File: src/rtl/tg_sequencer.sv
// -----------------------------------------------------------------------------
// tg_sequencer
// Major-cycle timing generator for the PDP-8/I processor model. Steps through
// the time states TS1..TS4 (each held for TSn_CYC clocks) and emits a
// one-clock time pulse TPn on the last clock of each state. Holds the RUN
// flip-flop and reacts to the console START / CONTINUE / STOP / SINGLE STEP
// controls.
//
// Optional feature macro: TG_SLOW_CYCLE_EN
//   defined     : 'pause' stretches TS3 by freezing its counter while the
//                 counter is non-zero.
//   not defined : 'pause' is ignored and no hold logic is built.
//
// Parameters:
//   TS1_CYC..TS4_CYC : clocks spent in each time state (legal range 2..255)
//
// Ports:
//   clk        in  : system clock, rising edge
//   reset_n    in  : synchronous active-low reset
//   key_start  in  : console START, one-clock pulse
//   key_cont   in  : console CONTINUE, one-clock pulse
//   key_stop   in  : console STOP, level or pulse
//   sing_step  in  : SINGLE STEP switch, level
//   pause      in  : slow-cycle hold request, level
//   run        out : RUN flip-flop
//   ts1..ts4   out : time-state levels, one-hot or all zero
//   tp1..tp4   out : one-clock time pulses, last clock of each state
//   busy       out : high while any time state is active
//
// All outputs are decoded from registered state only; no input reaches an
// output without passing through a flip-flop.
// -----------------------------------------------------------------------------
module tg_sequencer #(
   parameter int TS1_CYC = 20,
   parameter int TS2_CYC = 20,
   parameter int TS3_CYC = 20,
   parameter int TS4_CYC = 20
) (
   input  logic clk,
   input  logic reset_n,
   input  logic key_start,
   input  logic key_cont,
   input  logic key_stop,
   input  logic sing_step,
   input  logic pause,
   output logic run,
   output logic ts1,
   output logic ts2,
   output logic ts3,
   output logic ts4,
   output logic tp1,
   output logic tp2,
   output logic tp3,
   output logic tp4,
   output logic busy
);

   typedef enum logic [2:0] {
      S_IDLE = 3'd0,
      S_TS1  = 3'd1,
      S_TS2  = 3'd2,
      S_TS3  = 3'd3,
      S_TS4  = 3'd4
   } state_t;

   // Counter load values: the state ends on the clock where the counter is 0.
   localparam logic [7:0] LD1 = 8'(TS1_CYC - 1);
   localparam logic [7:0] LD2 = 8'(TS2_CYC - 1);
   localparam logic [7:0] LD3 = 8'(TS3_CYC - 1);
   localparam logic [7:0] LD4 = 8'(TS4_CYC - 1);

   state_t     state, state_next;
   logic [7:0] cnt, cnt_next;
   logic       run_next;
   logic       cnt_zero;
   logic       hold;

   assign cnt_zero = (cnt == 8'd0);

`ifdef TG_SLOW_CYCLE_EN
   // Freeze only before the final TS3 clock, so tp3 can never be skipped.
   assign hold = (state == S_TS3) && !cnt_zero && pause;
`else
   logic unused_pause;
   assign unused_pause = pause;
   assign hold         = 1'b0;
`endif

   // State register
   always_ff @(posedge clk) begin
      if (!reset_n) begin
         state <= S_IDLE;
         cnt   <= 8'd0;
         run   <= 1'b0;
      end else begin
         state <= state_next;
         cnt   <= cnt_next;
         run   <= run_next;
      end
   end

   // Next-state logic
   always_comb begin
      state_next = state;
      cnt_next   = cnt;
      run_next   = run;
      // STOP clears RUN at any time; the cycle in progress still completes.
      if (key_stop) run_next = 1'b0;
      case (state)
         S_IDLE: begin
            // STOP in the same clock as START/CONTINUE wins.
            if ((key_start || key_cont) && !key_stop) begin
               run_next   = 1'b1;
               state_next = S_TS1;
               cnt_next   = LD1;
            end
         end
         S_TS1: begin
            if (cnt_zero) begin
               state_next = S_TS2;
               cnt_next   = LD2;
            end else begin
               cnt_next = cnt - 8'd1;
            end
         end
         S_TS2: begin
            if (cnt_zero) begin
               state_next = S_TS3;
               cnt_next   = LD3;
            end else begin
               cnt_next = cnt - 8'd1;
            end
         end
         S_TS3: begin
            if (cnt_zero) begin
               state_next = S_TS4;
               cnt_next   = LD4;
            end else if (!hold) begin
               cnt_next = cnt - 8'd1;
            end
         end
         S_TS4: begin
            if (cnt_zero) begin
               if (sing_step) run_next = 1'b0;
               // Decision uses RUN as it will be after this edge.
               if (run_next) begin
                  state_next = S_TS1;
                  cnt_next   = LD1;
               end else begin
                  state_next = S_IDLE;
                  cnt_next   = 8'd0;
               end
            end else begin
               cnt_next = cnt - 8'd1;
            end
         end
         default: begin
            state_next = S_IDLE;
            cnt_next   = 8'd0;
            run_next   = 1'b0;
         end
      endcase
   end

   // Output decode (registered state only)
   always_comb begin
      ts1  = (state == S_TS1);
      ts2  = (state == S_TS2);
      ts3  = (state == S_TS3);
      ts4  = (state == S_TS4);
      tp1  = ts1 && cnt_zero;
      tp2  = ts2 && cnt_zero;
      tp3  = ts3 && cnt_zero;
      tp4  = ts4 && cnt_zero;
      busy = (state != S_IDLE);
   end

endmodule
File: config.mk
export PLATFORM = sky130hd
export DESIGN_NAME = tg_sequencer
export DESIGN_NICKNAME = d
export VERILOG_FILES = /design/src/rtl/tg_sequencer.sv
export SDC_FILE = /design/constraint.sdc
export NUM_CORES = 1
export LEC_CHECK = 0
export ABC_AREA = 1
export CAP_MARGIN = 20
export CORE_MARGIN = 5
export CORE_UTILIZATION = 52
export DETAILED_ROUTE_END_ITERATION = 16
export PLACE_DENSITY = 0.82
export SKIP_CTS_REPAIR_TIMING = 1
export SYNTH_ARGS = -nofsm -noshare
export SYNTH_HDL_FRONTEND = slang
export SYNTH_SLANG_ARGS = --single-unit
export TNS_END_PERCENT = 20
File: constraint.sdc
create_clock -name clk -period 2 [get_ports clk]
set_input_delay 0.3 -clock clk [delete_from_list [all_inputs] [get_ports clk]]
set_output_delay 0.3 -clock clk [all_outputs]
set_load 0.01 [all_outputs]
==> run summary <==
The floorplan has 14 rows. The worst hold path belongs to the class flop to flop. The final count of pins violating max slew is 0. The via total after detailed routing came out at 836. Wires add up to 1820 um.

The finished layout holds 161 standard cells, fillers aside. The share of the synthesized area in the top cell type is 30.6%. The floorplan core area came out at 1470 sq um. The global-route wire length before repair is about 3100 um. The wire length per cell after detailed routing is roughly 11 um. The worst setup slack after layout is 0.0917 ns. The maximum vdd ir drop came out at a little over 1000 uV.

The layout cell share with drive strength beyond 1 came out at between 10% and 20%. The largest net degree at the start of global routing is 9. In this run the static leakage power is 0.550 nW.

The largest clock skew in the final design came out at 0.00146 ns. The die outline area came out at between 2000 and 2500 sq um. The number of warnings printed during yosys synthesis came out at 0.

The count of unique library cells instantiated by Yosys is 21. The time the final worst path needs with I/O delays and setup is 1.91 ns. STA classifies the critical path startpoint as a flop. Setup repair after global routing could not meet its margin everywhere. The cell chosen for the clock root is clkbuf_4. Detailed placement ended at an HPWL of 1430 um. The most critical setup path has its startpoint at state[1].

Of the synthesized area, sequential elements account for 30.6%. The cell type with the highest aggregate area in the netlist is dfxtp_1. The transition time at the pin with the least slew margin came out at 0.336 ns. The starting DRC count in detailed routing is 15.

The number of failing hold endpoints at the final stage came out at 0. Sorting the synthesized cells by area gives the leading types as dfxtp_1 (31%), nand2_1 (13%), nor2_1 (9.6%), inv_1 (9.1%), nand3_1 (7.7%). The H-tree depth came out at 1. Counting flops with an async set or reset pin after synthesis yields a share of 0%. The number of routed nets with antenna violations came out at 0. The overflow left after global routing is 0.

The detailed-route DRC error count came out at 0. The maximum fanout count along the critical path came out at 5. The worst setup path is captured at a primary output.

In the layout the commonest cells are nand2_1 (27), nor2_1 (20), inv_1 (19), nand3_1 (12). The worst hold path was traced through 2 stages. The number of placed instances, taps included is roughly 160. The post-synthesis area per instance is between 6 and 7 sq um.

Global routing consumed, over all layers together, 16.6% of the routing resources. The number of storage elements in the synthesis netlist is 12. The most common flop cell mapped by yosys is dfxtp_1. The final number of setup-violating endpoints is 0. The initial antenna violation count came out at 0. The worst slack at placement came out at 0.0837 ns. The antenna cell count came out at 0. By startpoint and endpoint, the worst setup path is classified as flop to primary output. The detailed-route vias per instance came out at 5.19. The number of global-route vias before repair is around 760. Across all hold checks on the routed design, the worst slack comes to 0.487 ns. The combined area of all synthesized cells came out at slightly below 800 sq um.

Port buffering added 15 buffers. The setup slack of the worst register-to-register path came out at 0.58 ns. The top achievable clock speed came out at approximately 520 MHz. After technology mapping, the gate count stands at 126. The power per unit of standard cell area is about 1800 nW/um^2. The number of sinks on the clock net came out at 12.

The worst pin sits at a relative slew slack of 77.4%. The worst hold endpoint is cnt[1]. The initial standard-cell utilization of the core came out at 53.3%.

In this run the most critical hold path is launched from cnt[1]. TritonCTS built the clock tree. The final net count is 154. In the finished design, the share of the clock period the worst path needs comes to 95.4%.

The horizontal die dimension is 48.8 um. The number of enable-type register cells in the synthesized netlist came out at 0. The maximum count of clock buffers along a single path came out at 2. The max-cap check violation count came out at 0. The worst register-to-register path begins at cnt[0]. The CTS buffer count is 3. The clock insertion delay at the later pin of the skew report is 0.29 ns. The die is 48.8 um tall. The detailed-router iteration count before antenna repair is 4. The clock-pin slew reported for the worst setup and hold paths after clock tree synthesis is roughly 0.080 ns. The required time reported for the critical path endpoint is roughly 1.7 ns. The run finished with clean final reports. The final weighted congestion in routability-driven placement came out at 0.782.

The most common cell after layout, fill and taps aside is nand2_1. The worst register-to-register path ends at cnt[7]. The synthesized netlist net count is roughly 130. Summed over all failing endpoints, the final setup total negative slack is 0 ns. The area growth from synthesis to final layout came out at 28.1%.

The number of cells on the worst reg-to-reg path is 8. Data arrives at the worst endpoint at 1.61 ns. In this run the count of I/O pins placed on the die edge is 17.
[synthesized netlist by cell type, types with 3 or more instances]
master   count
inv_2        3
nand2_1     27
a21oi_1      6
nor3_1       4
nand3_1     12
nor2_2       3
o21ai_0      4
nand2_2      6
inv_1       19
nor2_1      20
dfxtp_1     12
[metal layers]
metal | part of all wire (%) | track usage, % | routed length [um]
met3 | 6.5 | 5.81 | 119
met5 | 0 | 0 | 0
met4 | 1.9 | 8.07 | 34
met1 | 43 | 19.3 | 779
met2 | 49 | 26.7 | 883
[how the worst max path moves through the flow]
stage / to / slack (ns) / depth (start not counted)
after floorplan: tp3 / 0.45 / 6
after CTS: tp3 / -0.25 / 7
after global placement: tp3 / 0.13 / 7
after global routing: ts3 / -0.01 / 3
final: ts3 / 0.09 / 3
after detailed placement: tp3 / 0.08 / 7
[flip-flops by register name (all words and copies together) (netlist names)]
register,flops
run,1
state,3
cnt,8
[per-stage QoR]
step,area [sq um],total power [W],utilization [%]
2_1_floorplan,785,0.00131,-
3_3_place_gp,947,0.00156,64.4
3_5_place_dp,947,0.00161,64.4
4_1_cts,983,0.00182,66.8
5_1_grt,1000,0.00202,68.3
6_report,1000,0.00182,68.3
[report_power, final]
part           switching [W]  internal (W)
Sequential         0.0000964      0.000339
Clock              0.0000904      0.000111
Combinational       0.000726      0.000456
Total               0.000913      0.000906
[critical path, stage by stage (launching register included)]
cell and delay (ns):
dfxtp_1 0.44, inv_1 0.12, nor3_2 0.19, clkdlybuf4s50_1 0.57
[layout make-up]
type	count	area, sq um
fillers	138	467
multi-input cells	91	457
flip-flops and latches	12	241
repair buffers	16	168
inverters	22	82.6
clock buffers	4	36.3
well taps	16	20.0
[kinds of logic after synthesis]
group	count (synthesis)	share of synthesized area, %
AND/OR/NAND/NOR	78	47.2
adder cells (fa/ha/maj)	1	1.59
flip-flops	12	30.6
XOR/XNOR	1	1.12
buffers and inverters	23	12.4
AO/OA/AOI/OAI	11	7.02
Note: power is estimated with default switching activity, not from simulation.
